<file path="src/rtl/led_pkg.sv">
// led_pkg: shared LED width, scheduler state encoding and round-robin index helpers.
package led_pkg;

   localparam int LED_W = 8;

   typedef enum logic {IDLE, GRANT} state_t;

   function automatic logic [2:0] rr_next(input logic [2:0] idx, input int n);
      return (int'(idx) + 1 >= n) ? 3'd0 : idx + 3'd1;
   endfunction

   // First set bit of req at or after ptr, wrapping modulo n; ptr if none.
   function automatic logic [2:0] rr_pick(input logic [7:0] req, input logic [2:0] ptr, input int n);
      logic [2:0] sel;
      int j;
      sel = ptr;
      for (int k = 7; k >= 0; k--) begin
         j = int'(ptr) + k;
         if (j >= n) j -= n;
         if (k < n && req[j[2:0]]) sel = j[2:0];
      end
      return sel;
   endfunction

endpackage

</file>
<file path="src/rtl/hold_timer.sv">
// hold_timer: loadable down-counter that saturates at zero and flags when it gets there.
module hold_timer #(
   parameter int W = 24
) (
   input  logic         clk,
   input  logic         rst,
   input  logic         load_i,
   input  logic [W-1:0] load_val_i,
   input  logic         en_i,
   output logic         zero_o
);

   logic [W-1:0] cnt_q, cnt_d;

   always_comb cnt_d = load_i ? load_val_i : (en_i && cnt_q != '0) ? cnt_q - W'(1) : cnt_q;

   always_ff @(posedge clk or posedge rst) begin
      if (rst) cnt_q <= '0;
      else     cnt_q <= cnt_d;
   end

   assign zero_o = cnt_q == '0;

endmodule

</file>
<file path="src/rtl/led_scheduler.sv">
// led_scheduler: round-robin arbiter sharing one LED bank among requesters,
// holding each grant for a minimum time before rotating.
module led_scheduler
   import led_pkg::*;
#(
   parameter int               NUM_REQ     = 4,
   parameter int               HOLD_CYCLES = 12000000,
   parameter logic [LED_W-1:0] IDLE_PAT    = 8'h00
) (
   input  logic                     clk,
   input  logic                     rst,
   input  logic [NUM_REQ-1:0]       req,
   input  logic [LED_W*NUM_REQ-1:0] pat,
   output logic [NUM_REQ-1:0]       gnt,
   output logic [LED_W-1:0]         leds,
   output logic                     busy
);

   localparam int CW = $clog2(HOLD_CYCLES + 1);

   state_t               state_q, state_d;
   logic [2:0]           g_q, g_d, rr_q, rr_d, pick;
   logic [NUM_REQ-1:0]   gnt_q, gnt_d;
   logic [LED_W-1:0]     leds_q, leds_d;
   logic [7:0]           req_ext;
   logic [LED_W*8-1:0]   pat_ext;
   logic                 any, others, take, zero;

   // A new grant is issued from IDLE, on owner release, or on expiry with a competitor waiting.
   always_comb begin
      req_ext = '0;
      req_ext[NUM_REQ-1:0] = req;
      pat_ext = '0;
      pat_ext[LED_W*NUM_REQ-1:0] = pat;
      pick = rr_pick(req_ext, rr_q, NUM_REQ);
      any = |req;
      others = |(req & ~gnt_q);
      take = (state_q == IDLE || !req_ext[g_q]) ? any : (zero && others);
      state_d = take ? GRANT : (state_q == GRANT && !req_ext[g_q]) ? IDLE : state_q;
      g_d = take ? pick : g_q;
      rr_d = take ? rr_next(pick, NUM_REQ) : rr_q;
      for (int i = 0; i < NUM_REQ; i++) gnt_d[i] = state_d == GRANT && g_d == 3'(i);
      leds_d = (state_d == GRANT) ? pat_ext[{g_d, 3'b000} +: LED_W] : IDLE_PAT;
   end

   hold_timer #(.W(CW)) u_hold (
      .clk        (clk),
      .rst        (rst),
      .load_i     (take),
      .load_val_i (CW'(HOLD_CYCLES - 1)),
      .en_i       (state_q == GRANT),
      .zero_o     (zero)
   );

   always_ff @(posedge clk or posedge rst) begin
      if (rst) begin
         state_q <= IDLE;
         g_q     <= '0;
         rr_q    <= '0;
         gnt_q   <= '0;
         leds_q  <= IDLE_PAT;
      end else begin
         state_q <= state_d;
         g_q     <= g_d;
         rr_q    <= rr_d;
         gnt_q   <= gnt_d;
         leds_q  <= leds_d;
      end
   end

   assign gnt  = gnt_q;
   assign leds = leds_q;
   assign busy = state_q == GRANT;

endmodule
</file>
<file path="config.mk">
export PLATFORM = sky130hd
export DESIGN_NAME = led_scheduler
export DESIGN_NICKNAME = d
export VERILOG_FILES = /design/src/rtl/led_pkg.sv /design/src/rtl/hold_timer.sv /design/src/rtl/led_scheduler.sv
export SDC_FILE = /design/constraint.sdc
export NUM_CORES = 1
export LEC_CHECK = 0
export ABC_AREA = 0
export CORE_ASPECT_RATIO = 0.6
export CORE_MARGIN = 4
export CORE_UTILIZATION = 55
export CTS_BUF_LIST = sky130_fd_sc_hd__clkbuf_8 sky130_fd_sc_hd__clkbuf_16
export CTS_CLUSTER_SIZE = 10
export DETAILED_ROUTE_END_ITERATION = 8
export GPL_ROUTABILITY_DRIVEN = 0
export MAX_ROUTING_LAYER = met4
export PLACE_DENSITY = 0.81
export RECOVER_POWER = 25
export SLEW_MARGIN = 10
export SYNTH_ARGS = -nofsm -noshare
export SYNTH_HDL_FRONTEND = slang
export SYNTH_HIERARCHICAL = 1
export SYNTH_SLANG_ARGS = --single-unit
</file>
<file path="constraint.sdc">
create_clock -name clk -period 4.5 [get_ports clk]
set_input_delay 0.45 -clock clk [delete_from_list [all_inputs] [get_ports clk]]
set_output_delay 0.45 -clock clk [all_outputs]
set_load 0.02 [all_outputs]
</file>
==> results of run 1 <==
-- synth_stat cells (9+ instances only) --
cell      count
a21oi_1      17
a311oi_1     32
clkbuf_1     16
dfrtp_1      43
inv_1        28
mux2_2       13
nand2_1      36
nand2b_1     20
nor2_1       15
nor3_1       13
o21ai_0      19
xnor2_1      12
xor2_1        9
-- final cells by class --
class / instances / area [sq um] / area share, %
multi-input cells: 305 / 2140 / 52.6
flip-flops and latches: 43 / 1080 / 26.4
repair buffers: 56 / 546 / 13.4
inverters: 29 / 109 / 2.67
well taps: 80 / 100 / 2.46
clock buffers: 6 / 82.6 / 2.03
clock inverters: 2 / 16.3 / 0.400
-- worst max path at each step --
| stage | endpoint | slack (ns) | cells past startpoint | start |
|---|---|---|---|---|
| 6_report | leds[6]$_DFF_PP0_ | 0.78 | 9 | u_hold/cnt_q[12]$_DFFE_PP0P_ |
| 5_1_grt | leds[1]$_DFF_PP0_ | 0.58 | 10 | u_hold/cnt_q[8]$_DFFE_PP0P_ |
| 4_1_cts | rr_q[0]$_DFFE_PP0N_ | 0.82 | 11 | rr_q[0]$_DFFE_PP0N_ |
| 3_5_place_dp | leds[6]$_DFF_PP0_ | 0.76 | 8 | req[0] |
| 3_3_place_gp | leds[6]$_DFF_PP0_ | 0.91 | 8 | req[1] |
| 2_1_floorplan | u_hold/cnt_q[22]$_DFFE_PP0P_ | 0.92 | 15 | u_hold/cnt_q[0]$_DFFE_PP0P_ |
-- metal layers --
| layer | track usage, % | up-vias | part of all wire (%) |
|---|---|---|---|
| li1 | - | 1509 | - |
| met1 | 40.1 | 1569 | 49 |
| met4 | 4.20 | 0 | 0.29 |
| met5 | - | - | 0 |
| met3 | 5.30 | 6 | 9.0 |
| met2 | 35.2 | 183 | 41 |
-- metrics by stage --
| stage | cell area [sq um] | utilization, % |
|---|---|---|
| 6_report | 4070 | 70.8 |
| 4_1_cts | 4070 | 70.8 |
| 5_1_grt | 4070 | 70.8 |
| 2_1_floorplan | 3460 | - |
| 3_3_place_gp | 3970 | 69.0 |
| 3_5_place_dp | 3970 | 69.0 |
-- cell families after synthesis --
group                    synth area share, %
other                                  0.222
XOR/XNOR                                5.44
AO/OA/AOI/OAI                           23.8
AND/OR/NAND/NOR                         21.4
adder cells (fa/ha/maj)                 1.85
flip-flops                              31.8
buffers and inverters                   7.29
multiplexers                            8.18
-- sequential cells by signal, indices dropped and copies added, names as in the netlist --
| signal | count |
|---|---|
| u_hold/cnt_q | 24 |
| leds | 8 |
| gnt | 4 |
| g_q | 3 |
| rr_q | 3 |
| busy | 1 |
-- where the power goes --
group	internal [W]	switching (W)
Sequential	0.000572	0.000217
Clock	0.000126	0.000147
Combinational	0.000757	0.000972
==> results.yml, run 1 <==
synthesis:
  yosys_register_bits: 43
  ys_warn_count: 6
  synth-main-ff-cell: "dfrtp_1"
  synth.avg_cell_area_sq_um: 8.85
  unique_cell_type_count_in_the_yosys_netlist: 59
  asyncSetResetFlopFracSynth_pct: 100
  netlist_instances: 382
  netlist.top_cell.by_area: "dfrtp_1"
  synth-edff-count: 0
  yosys-top-cells-area: "dfrtp_1, a311oi_1, mux2_2"
  yosys.area.top_type_share_pct: 31.8
  ys_seq_area_share_pct: 31.8
  synth.cell_area_sq_mm: 0.00338
power_and_ir_drop:
  cellLeakagePower_nw: 1.61
  power.density_cell_area_mw_per_mm2: 685
  finalPower_w: 0.00279
  worst_supply_voltage_drop_on_vdd_v: 0.000316
clocking:
  cts_hold_buffers: 0
  cts-buffers-inserted: 5
  cts.sinks: 43
  post_cts_repair_timing_setup_buffer_count: 0
  path_clk_slew_ns: 0.10
  clk-insertion-delay-late_ns: 0.30
  cts-root-to-sink-buffers: 2
  cts_root_buf: "clkbuf_8"
  tritoncts_clock_tree: "done"
  postCtsResizedCells: 0
  ctsHtreeMaxLevel: 2
worst_hold_path:
  hold_path_end: "g_q[2]$_DFF_PP0_"
  worstHoldStart: "g_q[2]$_DFF_PP0_"
  hold_path_class: "flop to flop"
  holdPathStages: 1
die:
  dieWidth_um: 109
  fp-row-count: 21
  die_h_um: 68.7
  area_of_the_core_sq_mm: 0.00575
  area_enclosed_by_the_die_boundary_sq_mm: 0.00751
  io_pins: 51
  start_util_pct: 58.8
timing:
  slew_headroom_pct: 36.3
  finalClockSkew_ns: 0.0184
  fin_crit_sh_pct: 82.7
  max_slew.worst_pin.slew_ns: 0.955
  grt_setup_unrepaired: "false"
  maxSlewViolCount: 0
  hold-worst-slack_ns: 0.572
  setup_slack_ns: 0.777
  setup_viol_count_final: 0
  max_clock_freq_mhz: 269
  finalSetupTns_ns: 0
  hold_viol: 0
  post-route-min-period_ns: 3.72
critical_path:
  regToRegEndpoint: "leds[6]$_DFF_PP0_"
  critPathKind: "flop to flop"
  crit_path_end_kind: "flop"
  timing.critical_path.required_ns: 4.70
  regToRegStartpoint: "u_hold/cnt_q[12]$_DFFE_PP0P_"
  timing.critical_path.arrival_ns: 3.93
  crit_path_max_fanout: 19
  worst_path_max_delay_cell: "or4_4"
  setup_slack_reg_to_reg_ns: 0.78
  timing.reg2reg.worst_path_depth: 9
  worst_setup_path_start_kind: "flop"
  timing.critical_path.max_delay_family: "simple AND/OR/NAND/NOR gates"
  worstPathBufferInverterCount: 1
  crit_path_cell_trace: "or4_1 -> or4_4 -> nor2_1 -> o41a_1 -> o31ai_4 -> inv_2 -> mux2_4 -> nand4b_2 -> o22ai_1"
  worst_path_largest_cell_delay_ns: 0.70
grt:
  antenna_found_initial: 0
  grt_first_pass_wirelength_mm: 14.7
  first_global_vias: 2955
  gr-total-overflow: 0
  overall_routing_resource_usage_pct: 26.0
  grt_max_degree: 35
routing:
  detail_route.wirelength_mm: 8.99
  vias_per_cell: 6.27
  via_count: 3267
  detail-route-antenna-nets: 0
  detail_route.drc_violations: 0
  routed_wire_length_per_instance_um: 17.3
  drt_pass_1_iters: 5
  drt_initial_violations: 307
place:
  placement.io_buffers: 50
  detailed_placer_s_ending_hpwl_mm: 6.62
  dp_cells: 513
  placement.setup.worst_slack_ns: 0.755
finish:
  stdcell_count: 521
  fin_nets: 483
  synthToLayoutAreaGrowth_pct: 20.4
  mostFrequentLayoutCell: "clkdlybuf4s50_1"
  antennaDiodeCount: 0
  most-common-layout-cells: "clkdlybuf4s50_1, dfrtp_1, nand2_1"
  fillers: 445
  post_route_cells_drive_above_1_share_pct: 10.7
flow_run:
  cap_violations: 0
run_status:
  status: "completed"
Power figures use the tool's default switching activity.
==> run 2, diff against run 1 <==
--- a/config.mk
+++ b/config.mk
@@ -8,13 +8,13 @@
 export ABC_AREA = 0
 export CORE_ASPECT_RATIO = 0.6
 export CORE_MARGIN = 4
-export CORE_UTILIZATION = 55
+export CORE_UTILIZATION = 50
 export CTS_BUF_LIST = sky130_fd_sc_hd__clkbuf_8 sky130_fd_sc_hd__clkbuf_16
 export CTS_CLUSTER_SIZE = 10
 export DETAILED_ROUTE_END_ITERATION = 8
 export GPL_ROUTABILITY_DRIVEN = 0
 export MAX_ROUTING_LAYER = met4
-export PLACE_DENSITY = 0.81
+export PLACE_DENSITY = 0.78
 export RECOVER_POWER = 25
 export SLEW_MARGIN = 10
 export SYNTH_ARGS = -nofsm -noshare
==> constraint.sdc (replaced) <==
create_clock -name clk -period 3.4 [get_ports clk]
set_input_delay 0.34 -clock clk [delete_from_list [all_inputs] [get_ports clk]]
set_output_delay 0.34 -clock clk [all_outputs]
set_load 0.02 [all_outputs]
==> results.yml, run 2 (same netlist as run 1, synthesis figures left out) <==
finish:
  largest_register_by_flop_count: "u_hold/cnt_q"
  largest_register_ff_count: 24
  fin_nets: 489
  most-common-layout-cells: "clkdlybuf4s50_1, dfrtp_1, nand2_1"
  synthToLayoutAreaGrowth_pct: 24.1
  post-route-cell-area_sq_mm: 0.00420
  final_core_util_pct: 66.3
  mostFrequentLayoutCell: "clkdlybuf4s50_1"
  antennaDiodeCount: 0
  post_route_cells_drive_above_1_share_pct: 11.7
die:
  start_util_pct: 53.4
  fp-row-count: 22
  dieWidth_um: 114
  area_of_the_core_sq_mm: 0.00633
  die_h_um: 71.7
  area_enclosed_by_the_die_boundary_sq_mm: 0.00819
  io_pins: 51
clocking:
  cts-buffers-inserted: 5
  post_cts_repair_timing_setup_buffer_count: 0
  ctsHtreeMaxLevel: 2
  cts-root-to-sink-buffers: 2
  cts_hold_buffers: 0
  cts_root_buf: "clkbuf_16"
  tritoncts_clock_tree: "done"
  postCtsResizedCells: 0
  cts.sinks: 43
  clk-insertion-delay-late_ns: 0.29
  path_clk_slew_ns: 0.06
timing:
  fin_crit_sh_pct: 94.7
  grt_setup_unrepaired: "false"
  hold_viol: 0
  slew_headroom_pct: 37.5
  post-route-min-period_ns: 3.22
  max_clock_freq_mhz: 311
  max_slew.worst_pin.slew_ns: 0.937
  finalSetupTns_ns: 0
  finalClockSkew_ns: 0.00607
  maxSlewViolCount: 0
  setup_viol_count_final: 0
grt:
  antenna_found_initial: 0
  gr-total-overflow: 0
  first_global_vias: 3011
  overall_routing_resource_usage_pct: 23.5
  grt_first_pass_wirelength_mm: 15.0
  grt_max_degree: 47
critical_path:
  timing.critical_path.required_ns: 3.59
  crit_path_max_fanout: 8
  crit_path_cell_trace: "or4_1 -> or4_4 -> nor2_1 -> o41a_1 -> o311ai_0 -> mux2_2 -> a211o_4 -> o22ai_1"
  worst_path_largest_cell_delay_ns: 0.60
  crit_path_end_kind: "flop"
  timing.critical_path.arrival_ns: 3.41
  worst_path_max_delay_cell: "or4_1"
  critPathKind: "flop to flop"
  worst_setup_path_start_kind: "flop"
  timing.reg2reg.worst_path_depth: 8
routing:
  detail_route.wirelength_mm: 9.12
  drt_pass_1_iters: 5
  detail-route-antenna-nets: 0
  drt_initial_violations: 246
  via_count: 3174
  vias_per_cell: 5.99
  detail_route.drc_violations: 0
  routed_wire_length_per_instance_um: 17.2
worst_hold_path:
  holdPathStages: 1
  hold_path_class: "flop to flop"
place:
  placement.io_buffers: 50
  detailed_placer_s_ending_hpwl_mm: 6.72
  dpl-instance-area_sq_mm: 0.00404
run_status:
  status: "completed"
flow_run:
  cap_violations: 0
power_and_ir_drop:
  power.density_cell_area_mw_per_mm2: 937
  cellLeakagePower_nw: 1.67
  worst_supply_voltage_drop_on_vdd_v: 0.000459
-- run 2: cell types whose count changed in the layout (fill, tap and decap cells not counted), sizes merged --
cell,delta
buf,+6
clkbuf,-1
clkinv,-1
bufinv,+1
-- run 2: metal layers --
metal	global-route usage, %	routed length (um)	share of wire, %	vias up
met3	4.89	838	9.2	9
met4	2.77	40	0.44	0
met2	32.6	3740	41	162
met5	-	0	0	-
met1	35.9	4510	49	1492
li1	-	-	-	1511
-- run 2: power breakdown --
group / leakage, nW / total, W / switching (W) / internal [W]
combinational: 1.07 / 0.00242 / 0.00138 / 0.00104
clock: 0.0759 / 0.000543 / 0.000201 / 0.000342
sequential: 0.522 / 0.000969 / 0.000208 / 0.000761
-- run 2: final timing paths --
kind	from	to	slack [ns]
min in group asynchronous	rst	leds[1]$_DFF_PP0_	0.68
hold reg to reg	g_q[2]$_DFF_PP0_	g_q[2]$_DFF_PP0_	0.54
setup / recovery	u_hold/cnt_q[12]$_DFFE_PP0P_	leds[3]$_DFF_PP0_	0.18
hold / removal	g_q[2]$_DFF_PP0_	g_q[2]$_DFF_PP0_	0.54
setup reg to reg	u_hold/cnt_q[12]$_DFFE_PP0P_	leds[3]$_DFF_PP0_	0.18
max in group asynchronous	rst	u_hold/cnt_q[22]$_DFFE_PP0P_	2.10
-- run 2: critical path, delay by kind of cell, from the launching register on --
kind,cells,cell delay [ns]
AO/OA/AOI/OAI,4,1.04
flip-flops,1,0.42
multiplexers,1,0.35
AND/OR/NAND/NOR,3,1.30
-- run 2: per-stage QoR --
stage / instances / total power [W] / worst slack [ns] / hold slack, ns
6_report: 530 / 0.00393 / 0.180 / 0.543
5_1_grt: 530 / 0.00421 / 0.0259 / 0.578
4_1_cts: 530 / 0.00390 / 0.207 / 0.547
3_5_place_dp: 523 / 0.00333 / 0.238 / 0.534
3_3_place_gp: 523 / 0.00326 / 0.317 / 0.518
2_1_floorplan: 404 / 0.00271 / 0.0500 / 0.291
-- run 2: layout make-up --
class	count	area, sq um
Tap cell	84	105
Fill cell	539	2130
Multi-Input combinational cell	305	2140
Clock buffer	5	125
Timing Repair Buffer	62	603
Inverter	29	109
Sequential cell	43	1080
Clock inverter	2	37.5
==> run 3, diff against run 2 <==
--- a/config.mk
+++ b/config.mk
@@ -16,6 +16,7 @@
 export MAX_ROUTING_LAYER = met4
 export PLACE_DENSITY = 0.78
 export RECOVER_POWER = 25
+export REMOVE_ABC_BUFFERS = 1
 export SLEW_MARGIN = 10
 export SYNTH_ARGS = -nofsm -noshare
 export SYNTH_HDL_FRONTEND = slang
==> results.yml, run 3 (same netlist as run 1, synthesis figures left out) <==
grt:
  groute.layer.met3.usage_pct: 6.08
  grt_max_degree: 35
  grt.met2_usage_pct: 32.3
  grt-busiest-layer: "met1"
  antenna_found_initial: 0
  grt.met1_usage_pct: 35.4
  grt_first_pass_wirelength_mm: 15.2
  gr-total-overflow: 0
  overall_routing_resource_usage_pct: 23.6
  first_global_vias: 3021
clocking:
  cts.sinks: 43
  ctsHtreeMaxLevel: 2
  clk-insertion-delay-late_ns: 0.28
  tritoncts_clock_tree: "done"
  post_cts_repair_timing_setup_buffer_count: 0
  cts_root_buf: "clkbuf_16"
  cts-root-to-sink-buffers: 2
  cts-buffers-inserted: 5
  path_clk_slew_ns: 0.06
finish:
  final_core_util_pct: 66.1
  synthToLayoutAreaGrowth_pct: 23.8
  stdcell_count: 532
  fin_nets: 490
  mostFrequentLayoutCell: "clkdlybuf4s50_1"
  antennaDiodeCount: 0
  most-common-layout-cells: "clkdlybuf4s50_1, dfrtp_1, nand2_1"
  post_route_cells_drive_above_1_share_pct: 11.8
  largest_register_ff_count: 24
  largest_register_by_flop_count: "u_hold/cnt_q"
die:
  area_enclosed_by_the_die_boundary_sq_mm: 0.00819
  die_h_um: 71.7
  area_of_the_core_sq_mm: 0.00633
  fp-row-count: 22
  start_util_pct: 53.4
  io_pins: 51
  dieWidth_um: 114
critical_path:
  timing.critical_path.required_ns: 3.60
  regToRegStartpoint: "u_hold/cnt_q[12]$_DFFE_PP0P_"
  crit_path_cell_trace: "or4_1 -> or4_4 -> nor2_1 -> o41a_1 -> o31ai_4 -> inv_2 -> mux2_4 -> nand4b_2 -> o22ai_1"
  worst_path_max_delay_cell: "or4_1"
  timing.critical_path.arrival_ns: 3.47
  critPathKind: "flop to flop"
  worst_path_largest_cell_delay_ns: 0.60
  timing.reg2reg.worst_path_depth: 9
  worst_setup_path_start_kind: "flop"
  setup.worst_path.start: "u_hold/cnt_q[12]$_DFFE_PP0P_"
  crit_path_max_fanout: 15
  crit_path_end_kind: "flop"
routing:
  drt_pass_1_iters: 5
  routed_wire_length_per_instance_um: 17.6
  vias_per_cell: 5.95
  detail_route.drc_violations: 0
  via_count: 3166
  drt_initial_violations: 287
  detail_route.wirelength_mm: 9.37
  detail-route-antenna-nets: 0
place:
  placement.io_buffers: 50
  dp_cells: 524
  detailed_placer_s_ending_hpwl_mm: 6.93
power_and_ir_drop:
  power.density_cell_area_mw_per_mm2: 931
  finalPower_w: 0.00390
  worst_supply_voltage_drop_on_vdd_v: 0.000456
  cellLeakagePower_nw: 1.67
timing:
  hold_viol: 0
  setup_viol_count_final: 0
  max_clock_freq_mhz: 305
  maxSlewViolCount: 0
  fin_crit_sh_pct: 96.3
  max_slew.worst_pin.slew_ns: 0.927
  hold-worst-slack_ns: 0.556
  post-route-min-period_ns: 3.28
  finalSetupTns_ns: 0
  slew_headroom_pct: 38.1
  finalClockSkew_ns: 0.00827
worst_hold_path:
  hold_path_class: "flop to flop"
  holdPathStages: 1
  worstHoldStart: "g_q[2]$_DFF_PP0_"
run_status:
  status: "completed"
flow_run:
  cap_violations: 0
-- run 3: changes by cell type in the layout (fill, tap and decap cells not counted), sizes merged --
| cell | change |
|---|---|
| clkinv | +1 |
| buf | +1 |
| bufinv | -1 |
| inv | +1 |
-- run 3: stage by stage --
step,instance area [sq um],worst slack (ns)
3_5_place_dp,4040,0.159
3_3_place_gp,4040,0.251
5_1_grt,4190,-0.000708
2_1_floorplan,3330,-0.332
6_report,4190,0.125
4_1_cts,4180,0.167
-- run 3: critical path: cells and delay by family, from the launching register on --
kind | cells | cell delay [ns]
multiplexers | 1 | 0.35
AND/OR/NAND/NOR | 4 | 1.63
AO/OA/AOI/OAI | 3 | 0.56
flip-flops | 1 | 0.41
buffers and inverters | 1 | 0.24
-- run 3: per-layer routing --
layer,up-vias,share of wire (%)
li1,1518,-
met1,1483,48
met2,151,42
met3,14,9.2
met4,0,1.0
met5,-,0
-- run 3: path summary, 6_finish.rpt --
check	end	slack, ns
max in group asynchronous	u_hold/cnt_q[23]$_DFFE_PP0P_	2.10
max	leds[6]$_DFF_PP0_	0.12
max reg2reg	leds[6]$_DFF_PP0_	0.12
min	g_q[2]$_DFF_PP0_	0.56
min in group asynchronous	leds[5]$_DFF_PP0_	0.67
min reg2reg	g_q[2]$_DFF_PP0_	0.56
-- run 3: layout make-up --
class / count / area [sq um]
Clock buffer: 5 / 125
Clock inverter: 3 / 16.3
Fill cell: 510 / 2140
Inverter: 29 / 109
Multi-Input combinational cell: 305 / 2140
Sequential cell: 43 / 1080
Tap cell: 84 / 105
Timing Repair Buffer: 63 / 614
-- run 3: where the power goes --
group | switching (W) | total (W) | leakage [nW] | internal (W)
sequential | 0.000202 | 0.000963 | 0.522 | 0.000761
combinational | 0.00142 | 0.00247 | 1.08 | 0.00106
clock | 0.000194 | 0.000462 | 0.0710 | 0.000268
-- run 3: what timing repair did --
action,in CTS,in global routing
resized for setup,0,1
endpoints found under the setup margin,0,1
hold buffers,0,0
